<file path="config.mk">
export PLATFORM = sky130hd
export DESIGN_NAME = mem_port_arbiter
export DESIGN_NICKNAME = d
export VERILOG_FILES = /design/src/rtl/mem_port_arbiter.sv
export SDC_FILE = /design/constraint.sdc
export NUM_CORES = 1
export LEC_CHECK = 0
export CORE_AREA = 5 5 91 127
export CTS_CLUSTER_DIAMETER = 100
export DETAILED_ROUTE_END_ITERATION = 8
export DIE_AREA = 0 0 96 132
export PLACE_DENSITY_LB_ADDON = 0.25
export SLEW_MARGIN = 0
export SYNTH_ARGS = -nofsm -noshare
export SYNTH_HDL_FRONTEND = slang
export SYNTH_SLANG_ARGS = --single-unit
</file>
<file path="constraint.sdc">
create_clock -name clk_i -period 3.2 [get_ports clk_i]
set_input_delay 0.96 -clock clk_i [delete_from_list [all_inputs] [get_ports clk_i]]
set_output_delay 0.96 -clock clk_i [all_outputs]
set_load 0.01 [all_outputs]
</file>
<file path="src/rtl/mem_port_arbiter.sv">
// Shares one memory port between instruction fetch and data load/store with
// round-robin arbitration and a single outstanding access of fixed read latency.
module mem_port_arbiter #(
    parameter int ADDR_W  = 32,
    parameter int DATA_W  = 32,
    parameter int MEM_LAT = 1
) (
    input  logic              clk_i,
    input  logic              rst_ni,
    input  logic              if_req_i,
    input  logic [ADDR_W-1:0] if_addr_i,
    output logic              if_gnt_o,
    output logic              if_rvalid_o,
    output logic [DATA_W-1:0] if_rdata_o,
    input  logic              d_req_i,
    input  logic              d_we_i,
    input  logic [ADDR_W-1:0] d_addr_i,
    input  logic [DATA_W-1:0] d_wdata_i,
    output logic              d_gnt_o,
    output logic              d_rvalid_o,
    output logic [DATA_W-1:0] d_rdata_o,
    output logic              mem_en_o,
    output logic              mem_wr_o,
    output logic [ADDR_W-1:0] mem_addr_o,
    output logic [DATA_W-1:0] mem_wdata_o,
    input  logic [DATA_W-1:0] mem_rdata_i,
    output logic              busy_o
);

    if ((MEM_LAT < 1) || (MEM_LAT > 7)) begin : g_lat_check
        $error("mem_port_arbiter: MEM_LAT must be in the range 1..7");
    end

    typedef enum logic {IDLE, WAIT} state_e;
    typedef enum logic {OWN_IF, OWN_D} owner_e;

    localparam logic [2:0] LAT_M1 = 3'(MEM_LAT - 1);

    state_e            state_q, state_d;
    logic [2:0]        cnt_q, cnt_d;
    owner_e            lastOwner_q, lastOwner_d;
    owner_e            rdOwner_q, rdOwner_d;
    logic              ifRvalid_q, dRvalid_q;
    logic [DATA_W-1:0] ifRdata_q, dRdata_q;

    logic   grantIf, grantD, issueRead, sample;
    owner_e sampleOwner;

    // Grants are gated by reset so nothing leaves the block while rst_ni is low.
    always_comb begin
        grantIf = 1'b0;
        grantD  = 1'b0;
        if (rst_ni && (state_q == IDLE)) begin
            grantIf = if_req_i && (!d_req_i || (lastOwner_q == OWN_D));
            grantD  = d_req_i && (!if_req_i || (lastOwner_q == OWN_IF));
        end
        issueRead = grantIf || (grantD && !d_we_i);
    end

    always_ff @(posedge clk_i or negedge rst_ni) begin
        if (!rst_ni) begin
            state_q     <= IDLE;
            cnt_q       <= 3'd0;
            lastOwner_q <= OWN_D;
            rdOwner_q   <= OWN_D;
        end else begin
            state_q     <= state_d;
            cnt_q       <= cnt_d;
            lastOwner_q <= lastOwner_d;
            rdOwner_q   <= rdOwner_d;
        end
    end

    always_comb begin
        state_d     = state_q;
        cnt_d       = cnt_q;
        lastOwner_d = lastOwner_q;
        rdOwner_d   = rdOwner_q;
        case (state_q)
            IDLE: begin
                if (issueRead && (MEM_LAT > 1)) begin
                    state_d = WAIT;
                    cnt_d   = LAT_M1;
                end
            end
            WAIT: begin
                cnt_d = cnt_q - 3'd1;
                if (cnt_q == 3'd1) begin
                    state_d = IDLE;
                end
            end
            default: state_d = IDLE;
        endcase
        if (grantIf) begin
            lastOwner_d = OWN_IF;
        end else if (grantD) begin
            lastOwner_d = OWN_D;
        end
        if (issueRead) begin
            rdOwner_d = grantIf ? OWN_IF : OWN_D;
        end
    end

    // With a one-cycle latency the data is captured in the issue cycle itself.
    always_comb begin
        if (MEM_LAT == 1) begin
            sample      = issueRead;
            sampleOwner = grantIf ? OWN_IF : OWN_D;
        end else begin
            sample      = (state_q == WAIT) && (cnt_q == 3'd1);
            sampleOwner = rdOwner_q;
        end
    end

    always_ff @(posedge clk_i or negedge rst_ni) begin
        if (!rst_ni) begin
            ifRvalid_q <= 1'b0;
            dRvalid_q  <= 1'b0;
            ifRdata_q  <= '0;
            dRdata_q   <= '0;
        end else begin
            ifRvalid_q <= sample && (sampleOwner == OWN_IF);
            dRvalid_q  <= sample && (sampleOwner == OWN_D);
            if (sample && (sampleOwner == OWN_IF)) begin
                ifRdata_q <= mem_rdata_i;
            end
            if (sample && (sampleOwner == OWN_D)) begin
                dRdata_q <= mem_rdata_i;
            end
        end
    end

    always_comb begin
        if_gnt_o    = grantIf;
        d_gnt_o     = grantD;
        mem_en_o    = grantIf || grantD;
        mem_wr_o    = grantD && d_we_i;
        mem_addr_o  = grantIf ? if_addr_i : (grantD ? d_addr_i : '0);
        mem_wdata_o = grantD ? d_wdata_i : '0;
        busy_o      = (state_q == WAIT);
        if_rvalid_o = ifRvalid_q;
        d_rvalid_o  = dRvalid_q;
        if_rdata_o  = ifRdata_q;
        d_rdata_o   = dRdata_q;
    end

endmodule
</file>
==> metrics.log, run 1 <==
INFO  metric detailedRoute.firstIterationViolations = approximately 110
INFO  metric layout-drive-gt1-share = 0.2218
INFO  metric finalCriticalPeriod = ~3.1 ns
INFO  metric worst_setup_hold_path_clk_slew = ~0.05 ns
INFO  metric layout.nets = roughly 660
INFO  metric timing.final.crit_share = 0.9834
INFO  metric run_status = finished, final reports clean
INFO  metric hold_path_origin = cnt_q[2]$_DFFE_PN0P_
INFO  metric port_buffers = 267
INFO  metric worst-slew-pin-transition = approximately 0.9 ns
INFO  metric yosys-mux-area-fraction = 0.2440
INFO  metric clk-insertion-delay-late = 0.32 ns
INFO  metric finalWirelength = between 10 and 15 mm
INFO  metric timing.hold.worst_endpoint = cnt_q[2]$_DFFE_PN0P_
INFO  metric clock_tree.root_cell = sky130_fd_sc_hd__clkbuf_16
INFO  metric vias_in_the_first_global_route = approximately 3.4k
INFO  metric leakage = between 3 and 4 nW
INFO  metric number_of_nets_still_failing_antenna_checks_after_routing = 0
INFO  metric vdd.ir_drop.worst = approximately 0.00023 V
INFO  metric power.clock.fraction = 0.282
INFO  metric worst_slack = ~0.053 ns
INFO  metric critPathCaptureType = primary output
INFO  metric area_growth_syn_to_layout = 92.49%
INFO  metric syn-cell-area = ~3400 um^2
INFO  metric worst_setup_start_kind = input pin
INFO  metric switchingPower = around 0.86 mW
INFO  metric dpl.hpwl = approximately 9.6 mm
INFO  metric drtPass1Iterations = 4
INFO  metric setup-tns-final = 0 ns
INFO  metric dominant_combinational_cell_family_by_area_after_synthesis = multiplexers
INFO  metric grt_overflow_total = 0
INFO  metric p_sw_frac = 0.2558
INFO  metric xor_xnor_cell_area_share_of_the_yosys_netlist = 0.005153
INFO  metric track_usage = 0.1964
INFO  metric relSlewSlack = 0.4129
INFO  metric ys_ff_latch = slightly above 70
INFO  metric fp-row-count = 44
INFO  metric cellPowerDensity = about 510 nW/um^2
INFO  metric antenna_violations_before_repair = 0
INFO  metric vias_per_cell = 4.744
INFO  metric die_w = 96 um
INFO  metric detail_route.drc_violations = 0
INFO  metric placer_congestion_estimate = 0.8760
INFO  metric cts_buffers = 9
INFO  metric route.vias.total = around 3.1k
INFO  metric ioPinCount = ~270
INFO  metric regToRegEndpoint = d_rdata_o[12]$_DFFE_PN0P_
INFO  metric die-height = 132 um
INFO  metric hold_viol_final = 0
INFO  metric pre_cts_setup_slack = -0.4879 ns
INFO  metric worstPathArrival = between 2 and 2.5 ns
INFO  metric simple_gate_share_of_the_synthesized_area = 0.08097
INFO  metric syn-mean-instance-area = 14.05 um^2
INFO  metric yosys.area_share.adder = 0.007361
INFO  metric htree_levels = 3
INFO  metric yosysWarningCount = 0
INFO  metric complex_gate_fraction_of_the_synthesized_area = 0.09165
INFO  metric p_int = about 2.5 mW
INFO  metric maxCapViolations = 0
INFO  metric mappedNetlistNets = 377
INFO  metric final.fill_count = between 800 and 900
INFO  metric worstHoldPathType = reg -> reg
INFO  metric critical_path_required = approximately 2.2 ns
INFO  metric holdBufCountCts = 0
INFO  metric antennaDiodeCount = 0
INFO  metric placed_area = 6215 um^2
INFO  metric maxClockFrequency = 0.3178 GHz
INFO  metric cts_tree = yes
INFO  metric clock-skew-final = 0.006661 ns
INFO  metric grt_pass1_wl = between 15 and 20 mm
INFO  metric grt_max_degree = between 70 and 80
INFO  metric instances_no_fill = around 660
INFO  metric routed_wire_length_per_instance = 18.63 um
INFO  metric finish.instance_area = approximately 6500 um^2
INFO  metric worstPathMaxFanout = 9
INFO  metric floorplan.initialDensity = 0.3320
INFO  metric numClockSinks = 71
INFO  metric worst_r2r_path_depth = 8
INFO  metric power.share.sequential = 0.358
INFO  metric slew_viol_final = 0
INFO  metric cts-root-to-sink-buffers = 2
INFO  metric core-area = 10240 um^2
INFO  metric origin_of_the_critical_flop_to_flop_path = lastOwner_q$_DFFE_PN1P_
INFO  metric rrSetupSlack = approximately 1.3 ns
INFO  metric full_die_area = between 10000 and 15000 um^2
INFO  metric part_of_the_yosys_area_used_for_sequential_elements = 0.5230
INFO  metric timing.hold.worst_path_depth = 1
INFO  metric post-place-cells = 639
INFO  metric setup_repair_after_global_routing_missed_its_margin = false
INFO  metric synthesis.instances = around 240
INFO  metric critical_path.startpoint = if_req_i
INFO  metric setup.worst_path.class = in -> out
INFO  metric share_comb_of_total_power = 0.360
INFO  metric synth_cell_type_count = 28
INFO  metric setup-violations-final = 0
-- worst max-delay path by stage --
| stage | slack (ns) | end |
|---|---|---|
| after floorplan | 0.42 | mem_addr_o[21] |
| after global placement | -0.47 | mem_addr_o[10] |
| after detailed placement | -0.49 | mem_addr_o[10] |
| after CTS | -0.11 | mem_wdata_o[29] |
| after global routing | 0.00007 | mem_addr_o[5] |
| final | 0.05 | mem_addr_o[10] |
-- cells in the mapped netlist (all sizes together) --
library cell   n  area [um^2]
nor2           1        3.750
clkbuf         6        22.52
a22o          32        280.3
nor2b          1        13.76
o21a           1        7.510
clkinv         1        5.000
or2            1        6.260
and2           1        6.260
inv            4        15.01
buf           14        120.1
nand2          2        7.510
xor2           1        8.760
nand3          1        17.52
dfstp          1        26.28
dfrtp         70         1752
ha             2        25.02
a21oi          1        5.000
nor3b          1        7.510
and3          33        206.5
a21boi         2        18.77
xnor2          1        8.760
mux2          64        829.6
nand2b         1        6.260
-- power by group through the flow --
stage,Sequential [mW],Clock (mW),Combinational [mW]
after floorplan,1.30,0,0.370
after global placement,1.21,0,1.22
after detailed placement,1.22,0,1.23
after CTS,1.21,0.973,1.23
after global routing,1.23,1.01,1.29
final,1.21,0.948,1.21
-- stage by stage --
stage | util | hold slack, ns | power (mW)
floorplan | - | 0.4448 | 1.673
finish | 0.6391 | 0.4758 | 3.365
CTS | 0.6380 | 0.4778 | 3.413
detailed placement | 0.6069 | 0.4680 | 2.452
global placement | 0.6069 | 0.4622 | 2.427
global route | 0.6391 | 0.5010 | 3.534
-- registers in the layout (all words and copies together) (netlist names) --
register,cells
cnt_q,3
if_rdata_o,32
d_rvalid_o,1
busy_o,1
d_rdata_o,32
lastOwner_q,1
if_rvalid_o,1
-- cells by family after synthesis --
family,count (synthesis)
fa+ha+maj,2
flops,71
compound gates,36
buf+inv,25
xor+xnor,2
simple gates,42
mux,64
-- critical path, cell delays in order --
cell                              delay, ns
sky130_fd_sc_hd__dlygate4sd2_1         0.27
sky130_fd_sc_hd__a21boi_4              0.18
sky130_fd_sc_hd__and2_4                0.23
sky130_fd_sc_hd__buf_12                0.13
sky130_fd_sc_hd__a22o_1                0.16
sky130_fd_sc_hd__clkdlybuf4s15_1       0.25
-- cell usage in the layout (no fill, tap or decap), drive strengths merged --
master,n
nor2,1
clkinv,1
ha,2
nor3b,1
dfstp,1
and2,1
mux2,64
nand3,1
a21oi,1
dlymetal6s2s,2
dlygate4sd2,38
clkdlybuf4s50,196
o21a,1
xor2,1
and3,33
clkdlybuf4s15,20
a22o,32
dfrtp,70
nor2b,1
xnor2,1
nand2b,1
inv,4
or2,1
clkbuf,14
buf,30
a21boi,2
nand2,2
bufinv,1
-- per-layer routing --
metal  track usage  share of wire  vias to the layer above
met4       0.07991          0.031                        0
met5             0              0                        -
li1              -              -                     1440
met2        0.3477           0.53                      180
met3       0.07082          0.093                       26
met1        0.2037           0.34                     1490
-- layout make-up --
type	count	area [um^2]	area share
clock inverter	1	30.03	0.004589
timing repair buffer	287	2820	0.4310
multi-input combinational	146	1469	0.2245
inverter	5	23.77	0.003633
sequential	71	1778	0.2717
tap	138	172.7	0.02639
clock buffer	13	250.2	0.03824
-- what timing repair did --
action / in CTS / in global routing
setup buffers: 3 / 1
resized for setup: 129 / 6
pin swaps: 1 / 2
endpoints found under the setup margin: 68 / 24
cloned: 4 / 0
Note: power is estimated with default switching activity, not from simulation.
==> inputs of run 2 (changes only) <==
--- a/config.mk
+++ b/config.mk
@@ -5,10 +5,10 @@
 export SDC_FILE = /design/constraint.sdc
 export NUM_CORES = 1
 export LEC_CHECK = 0
-export CORE_AREA = 5 5 91 127
+export CORE_AREA = 5 5 89 123
 export CTS_CLUSTER_DIAMETER = 100
 export DETAILED_ROUTE_END_ITERATION = 8
-export DIE_AREA = 0 0 96 132
+export DIE_AREA = 0 0 94 128
 export PLACE_DENSITY_LB_ADDON = 0.25
 export SLEW_MARGIN = 0
 export SYNTH_ARGS = -nofsm -noshare
==> constraint.sdc (replaced) <==
create_clock -name clk_i -period 3.2 [get_ports clk_i]
set_input_delay 0.64 -clock clk_i [delete_from_list [all_inputs] [get_ports clk_i]]
set_output_delay 0.64 -clock clk_i [all_outputs]
set_load 0.01 [all_outputs]
==> run 2 against run 1 <==
Compared with the run above: final cell count is 2.0% lower; global-route usage rose by 0.41 points; highest routed layer unchanged; critical path depth stayed put; largest power group is now combinational cells.
==> metrics.log, run 2 (same netlist as run 1, synthesis figures left out) <==
INFO  metric detail_route.drc_violations = 0 (unchanged)
INFO  metric worst_setup_start_kind = input pin
INFO  metric regToRegEndpoint = if_rdata_o[0]$_DFFE_PN0P_
INFO  metric full_die_area = 12030 um^2 (-5.1%)
INFO  metric setup_repair_after_global_routing_missed_its_margin = false
INFO  metric post-cts-setup-buffer-count = 0 (-3)
INFO  metric htree_levels = 3 (unchanged)
INFO  metric critical_path_required = 2.56 ns (+0.32 ns)
INFO  metric instances_no_fill = 648 (-2.0%)
INFO  metric route.vias.total = 3091 (-1.4%)
INFO  metric cts_buffers = 9 (unchanged)
INFO  metric final.fill_count = 776 (-7.7%)
INFO  metric cp_common_cell = sky130_fd_sc_hd__clkdlybuf4s50_1
INFO  metric timing.hold.worst_path_depth = 1 (unchanged)
INFO  metric crit_path_cell_trace = clkdlybuf4s50_1 -> a21boi_2 -> and2_2 -> buf_12 -> a22o_1 -> clkdlybuf4s50_1
INFO  metric rrSetupSlack = 1.36 ns (+0.03 ns)
INFO  metric worstPathMaxFanout = 17 (+8)
INFO  metric die_w = 94 um (-2.1%)
INFO  metric vias_per_cell = 4.770 (+0.54%)
INFO  metric numClockSinks = 71 (unchanged)
INFO  metric layout-drive-gt1-share = 0.1852 (-0.03661)
INFO  metric routed_wire_length_per_instance = 19.38 um (+4.0%)
INFO  metric routed-wl-met3 = 1.098 mm (-3.9%)
INFO  metric leakage = 2.880 nW (-7.9%)
INFO  metric critPathCaptureType = primary output
INFO  metric run_status = finished, final reports clean
INFO  metric worst-slew-pin-transition = 0.8821 ns (+0.001451 ns)
INFO  metric setup-tns-final = 0 ns (unchanged)
INFO  metric number_of_nets_still_failing_antenna_checks_after_routing = 0 (unchanged)
INFO  metric dpl.hpwl = 10.00 mm (+4.1%)
INFO  metric maxCapViolations = 0 (unchanged)
INFO  metric layout.nets = 643 (-1.8%)
INFO  metric most_frequent_cells_in_the_layout = sky130_fd_sc_hd__clkdlybuf4s50_1, sky130_fd_sc_hd__dfrtp_1, sky130_fd_sc_hd__mux2_2
INFO  metric floorplan.initialDensity = 0.3472 (+0.01519)
INFO  metric ioPinCount = 268 (unchanged)
INFO  metric track_usage = 0.2004 (+0.004090)
INFO  metric wl_met2 = 6.460 mm (-1.3%)
INFO  metric worstHoldPathType = reg -> reg
INFO  metric drtPass1Iterations = 4 (unchanged)
INFO  metric setup-violations-final = 0 (unchanged)
INFO  metric fp-row-count = 43 (-2.3%)
INFO  metric hold_viol_final = 0 (unchanged)
INFO  metric worstPathArrival = 2.42 ns (+0.23 ns)
INFO  metric placer_congestion_estimate = 0.8648 (-1.3%)
INFO  metric antennaDiodeCount = 0 (unchanged)
INFO  metric timing.hold.worst_endpoint = cnt_q[2]$_DFFE_PN0P_
INFO  metric detail_route.wirelength.met1 = 4.812 mm (+14%)
INFO  metric maxClockFrequency = 0.3264 GHz (+2.7%)
INFO  metric grt_pass1_wl = 18.29 mm (-2.8%)
INFO  metric hold_path_origin = cnt_q[2]$_DFFE_PN0P_
INFO  metric timing.final.crit_share = 0.9573 (-0.02609)
INFO  metric antenna_violations_before_repair = 0 (unchanged)
INFO  metric cts_tree = yes
INFO  metric vias_in_the_first_global_route = 3281 (-4.0%)
INFO  metric cpMaxStageDelayCell = sky130_fd_sc_hd__clkdlybuf4s50_1
INFO  metric origin_of_the_critical_flop_to_flop_path = busy_o$_DFF_PN0_
INFO  metric area_growth_syn_to_layout = 92.05%
INFO  metric cts-root-to-sink-buffers = 2 (unchanged)
INFO  metric post-place-cells = 631 (-1.3%)
INFO  metric core-area = 9792 um^2 (-4.4%)
INFO  metric die-height = 128 um (-3.0%)
INFO  metric worst_setup_hold_path_clk_slew = 0.05 ns (about the same)
INFO  metric clock-skew-final = 0.005560 ns (-0.001101 ns)
INFO  metric mostFrequentLayoutCell = sky130_fd_sc_hd__clkdlybuf4s50_1
INFO  metric setup.worst_path.class = in -> out
INFO  metric grt_max_degree = 73 (unchanged)
INFO  metric top_layer_used = met4
INFO  metric clock_tree.root_cell = sky130_fd_sc_hd__clkbuf_16
INFO  metric vdd.ir_drop.worst = 0.0002535 V (+12%)
INFO  metric port_buffers = 267 (unchanged)
INFO  metric critPathMaxStageDelay = 0.56 ns (+0.29 ns)
INFO  metric finalWirelength = 12.56 mm (+2.0%)
INFO  metric grt_overflow_total = 0 (unchanged)
INFO  metric relSlewSlack = 0.4119 (-0.0009680)
INFO  metric finalCriticalPeriod = 3.063 ns (-0.08350 ns)
INFO  metric cellPowerDensity = 527.5 nW/um^2 (+2.6%)
INFO  metric clk-insertion-delay-late = 0.32 ns (about the same)
INFO  metric worst_r2r_path_depth = 4 (-4)
INFO  metric slew_viol_final = 0 (unchanged)
INFO  metric detailedRoute.firstIterationViolations = 104 (-1.9%)
-- run 2: changes by cell type in the layout (fill, tap and decap cells not counted), sizes merged --
cell	previous run	this run
buf	30	8
clkdlybuf4s15	20	0
clkinvlp	0	1
clkbuf	14	15
clkdlybuf4s50	196	264
dlygate4sd2	38	0
-- run 2: report_power, final --
group / internal, mW / switching, mW
Combinational: 0.803 / 0.423
Sequential: 1.10 / 0.111
Clock: 0.667 / 0.341
Total: 2.57 / 0.875
-- run 2: worst max path at each step --
stage                         from        endpoint  slack [ns]  cells after the start
final                     if_req_i   mem_addr_o[8]        0.14                      6
after global routing      if_req_i   mem_addr_o[6]        0.07                      6
after CTS                 if_req_i  mem_addr_o[30]        0.06                      6
after detailed placement  if_req_i  mem_addr_o[30]        0.07                      6
after global placement    if_req_i  mem_addr_o[30]        0.10                      6
after floorplan            d_req_i  mem_addr_o[21]        1.06                      5
-- run 2: metrics by stage --
stage / power, mW / cell area [um^2] / hold slack, ns / util / worst slack [ns]
global route: 3.597 / 6529 / 0.5003 / 0.6668 / 0.06550
finish: 3.444 / 6529 / 0.4848 / 0.6668 / 0.1367
global placement: 2.429 / 6186 / 0.4602 / 0.6317 / 0.1003
floorplan: 1.673 / 3400 / 0.3444 / - / 1.055
CTS: 3.484 / 6497 / 0.4846 / 0.6636 / 0.06039
detailed placement: 2.458 / 6186 / 0.4758 / 0.6317 / 0.07105
-- run 2: critical path, delay by kind of cell --
kind                   cells  cell delay, ns
AO/OA/AOI/OAI              2            0.35
buffers and inverters      3            1.20
AND/OR/NAND/NOR            1            0.23
-- run 2: final cells by class --
cell class	instances	area [um^2]	area share
clock inverter	2	37.54	0.005749
timing repair buffer	275	2790	0.4274
sequential	71	1778	0.2723
inverter	5	20.02	0.003066
multi-input combinational	146	1460	0.2236
clock buffer	14	274.0	0.04197
tap	135	168.9	0.02587
-- run 2: repair_timing --
action / CTS / global route
hold buffers: 0 / 0
setup endpoints to repair: 0 / 3
gates resized for setup: 0 / 3
-- run 2: layer usage --
metal	track usage	vias to the layer above
li1	-	1418
met1	0.2362	1495
met2	0.3434	162
met3	0.06400	16
met4	0.06548	0
met5	0	-
==> inputs of run 3 (changes only) <==
--- a/config.mk
+++ b/config.mk
@@ -10,6 +10,7 @@
 export DETAILED_ROUTE_END_ITERATION = 8
 export DIE_AREA = 0 0 94 128
 export PLACE_DENSITY_LB_ADDON = 0.25
+export RECOVER_POWER = 25
 export SLEW_MARGIN = 0
 export SYNTH_ARGS = -nofsm -noshare
 export SYNTH_HDL_FRONTEND = slang
==> run 3 against run 2 <==
Compared with the run above: sequential cell count unchanged; clock power about the same; first-iteration DRC count unchanged; register-to-register slack about the same; worst setup slack unchanged; via count unchanged; worst hold slack about the same; critical path depth unchanged; clock-buffer cell count unchanged; utilization unchanged; largest power group unchanged; die area unchanged; sequential power about the same.
==> metrics.log, run 3 (same netlist as run 1, synthesis figures left out) <==
INFO  metric setup_repair_after_global_routing_missed_its_margin = false
INFO  metric cts-root-to-sink-buffers = 2 (unchanged)
INFO  metric worst_setup_start_kind = input pin
INFO  metric floorplan.initialDensity = 0.3472 (unchanged)
INFO  metric cts_buffers = 9 (unchanged)
INFO  metric detail_route.drc_violations = 0 (unchanged)
INFO  metric core-area = 9792 um^2 (unchanged)
INFO  metric setup.worst_path.class = in -> out
INFO  metric die-height = 128 um (unchanged)
INFO  metric seqCellArea = 1778 um^2 (unchanged)
INFO  metric routed_wire_length_per_instance = 19.37 um (about the same)
INFO  metric antenna_violations_before_repair = 0 (unchanged)
INFO  metric clock-skew-final = 0.005559 ns (-0.0000002200 ns)
INFO  metric antennaDiodeCount = 0 (unchanged)
INFO  metric most_frequent_cells_in_the_layout = sky130_fd_sc_hd__clkdlybuf4s50_1, sky130_fd_sc_hd__dfrtp_1, sky130_fd_sc_hd__mux2_2
INFO  metric run_status = finished, final reports clean
INFO  metric mostFrequentLayoutCell = sky130_fd_sc_hd__clkdlybuf4s50_1
INFO  metric grt_pass1_wl = 18.29 mm (unchanged)
INFO  metric maxClockFrequency = 0.3264 GHz (unchanged)
INFO  metric relSlewSlack = 0.4121 (about the same)
INFO  metric worst_hold_check_slack = 0.4848 ns (-0.000001000 ns)
INFO  metric setup-tns-final = 0 ns (unchanged)
INFO  metric timing.hold.worst_path_depth = 1 (unchanged)
INFO  metric setup-violations-final = 0 (unchanged)
INFO  metric track_usage = 0.2004 (unchanged)
INFO  metric final.fill_count = 776 (unchanged)
INFO  metric leakage = 2.880 nW (about the same)
INFO  metric die_w = 94 um (unchanged)
INFO  metric post-place-cells = 631 (unchanged)
INFO  metric vias_per_cell = 4.770 (unchanged)
INFO  metric multi_input_comb_area = 1460 um^2 (unchanged)
INFO  metric worstHoldPathType = reg -> reg
INFO  metric worstPathArrival = 2.42 ns (about the same)
INFO  metric drtPass1Iterations = 4 (unchanged)
INFO  metric numClockSinks = 71 (unchanged)
INFO  metric dpl.hpwl = 10.00 mm (unchanged)
INFO  metric cts_tree = yes
INFO  metric port_buffers = 267 (unchanged)
INFO  metric instances_no_fill = 648 (unchanged)
INFO  metric placer_congestion_estimate = 0.8648 (unchanged)
INFO  metric full_die_area = 12030 um^2 (unchanged)
INFO  metric vdd.ir_drop.worst = 0.0002535 V (about the same)
INFO  metric number_of_nets_still_failing_antenna_checks_after_routing = 0 (unchanged)
INFO  metric finalWirelength = 12.55 mm (about the same)
INFO  metric holdBufCountCts = 0 (unchanged)
INFO  metric area_growth_syn_to_layout = 92.05% (unchanged)
INFO  metric worst_setup_hold_path_clk_slew = 0.05 ns (about the same)
INFO  metric hold_viol_final = 0 (unchanged)
INFO  metric ioPinCount = 268 (unchanged)
INFO  metric htree_levels = 3 (unchanged)
INFO  metric timing.hold.worst_endpoint = cnt_q[2]$_DFFE_PN0P_
INFO  metric vias_in_the_first_global_route = 3281 (unchanged)
INFO  metric grt_max_degree = 73 (unchanged)
INFO  metric rrSetupSlack = 1.36 ns (about the same)
INFO  metric route.vias.total = 3091 (unchanged)
INFO  metric post-layout-total-power = 3.444 mW (about the same)
INFO  metric detailedRoute.firstIterationViolations = 104 (unchanged)
INFO  metric worst-slew-pin-transition = 0.8819 ns (-0.0002339 ns)
INFO  metric finalCriticalPeriod = 3.063 ns (unchanged)
INFO  metric maxCapViolations = 0 (unchanged)
INFO  metric slew_viol_final = 0 (unchanged)
INFO  metric cellPowerDensity = 527.5 nW/um^2 (about the same)
INFO  metric timing.final.crit_share = 0.9573 (unchanged)
INFO  metric clk-insertion-delay-late = 0.32 ns (about the same)
INFO  metric post-cts-setup-buffer-count = 0 (unchanged)
INFO  metric worstPathMaxFanout = 17 (unchanged)
INFO  metric origin_of_the_critical_flop_to_flop_path = busy_o$_DFF_PN0_
INFO  metric critPathCaptureType = primary output
INFO  metric regToRegEndpoint = if_rdata_o[0]$_DFFE_PN0P_
INFO  metric layout-drive-gt1-share = 0.1852 (unchanged)
INFO  metric critical_path_required = 2.56 ns (about the same)
INFO  metric worst_r2r_path_depth = 4 (unchanged)
INFO  metric hold_path_origin = cnt_q[2]$_DFFE_PN0P_
INFO  metric fp-row-count = 43 (unchanged)
INFO  metric clock_tree.root_cell = sky130_fd_sc_hd__clkbuf_16
INFO  metric cts_repair_resize_count = 0 (unchanged)
INFO  metric grt_overflow_total = 0 (unchanged)
INFO  metric layout.nets = 643 (unchanged)
-- run 3: cell types whose count changed in the layout (fill, tap and decap cells not counted) --
| cell | before | now |
|---|---|---|
| sky130_fd_sc_hd__buf_4 | 5 | 4 |
| sky130_fd_sc_hd__clkbuf_4 | 0 | 1 |
-- run 3: where the power goes --
| part | switching (mW) | internal [mW] | total [mW] |
|---|---|---|---|
| logic | 0.423 | 0.803 | 1.23 |
| registers | 0.111 | 1.10 | 1.21 |
| clock network | 0.341 | 0.667 | 1.01 |
| total | 0.875 | 2.57 | 3.44 |
-- run 3: layout make-up --
class                   instances  share of cell area
repair buffers                275              0.4274
flip-flops and latches         71              0.2723
multi-input cells             146              0.2236
clock buffers                  14             0.04197
well taps                     135             0.02587
clock inverters                 2            0.005749
inverters                       5            0.003066
-- run 3: critical path: stages --
cell and delay [ns]:
sky130_fd_sc_hd__clkdlybuf4s50_1 0.48, sky130_fd_sc_hd__a21boi_2 0.17, sky130_fd_sc_hd__and2_2 0.23, sky130_fd_sc_hd__buf_12 0.16
sky130_fd_sc_hd__a22o_1 0.18, sky130_fd_sc_hd__clkdlybuf4s50_1 0.56
-- run 3: per-stage QoR --
stage / utilization / setup WS, ns / cell area, um^2
finish: 0.6668 / 0.1367 / 6529
global route: 0.6668 / 0.06550 / 6529
CTS: 0.6636 / 0.06039 / 6497
detailed placement: 0.6317 / 0.07105 / 6186
global placement: 0.6317 / 0.1003 / 6186
floorplan: - / 1.055 / 3400
-- run 3: worst max path at each step --
stage                     depth (start not counted)     start  slack, ns             end
after global routing                              6  if_req_i       0.07   mem_addr_o[6]
after detailed placement                          6  if_req_i       0.07  mem_addr_o[30]
after floorplan                                   5   d_req_i       1.06  mem_addr_o[21]
after global placement                            6  if_req_i       0.10  mem_addr_o[30]
after CTS                                         6  if_req_i       0.06  mem_addr_o[30]
final                                             6  if_req_i       0.14   mem_addr_o[8]
-- run 3: layer usage --
| layer | track usage | vias up | wire length, um |
|---|---|---|---|
| met4 | 0.06548 | 0 | 184 |
| met5 | 0 | - | 0 |
| met3 | 0.06400 | 16 | 1098 |
| met1 | 0.2362 | 1495 | 4810 |
| li1 | - | 1418 | - |
| met2 | 0.3434 | 162 | 6459 |
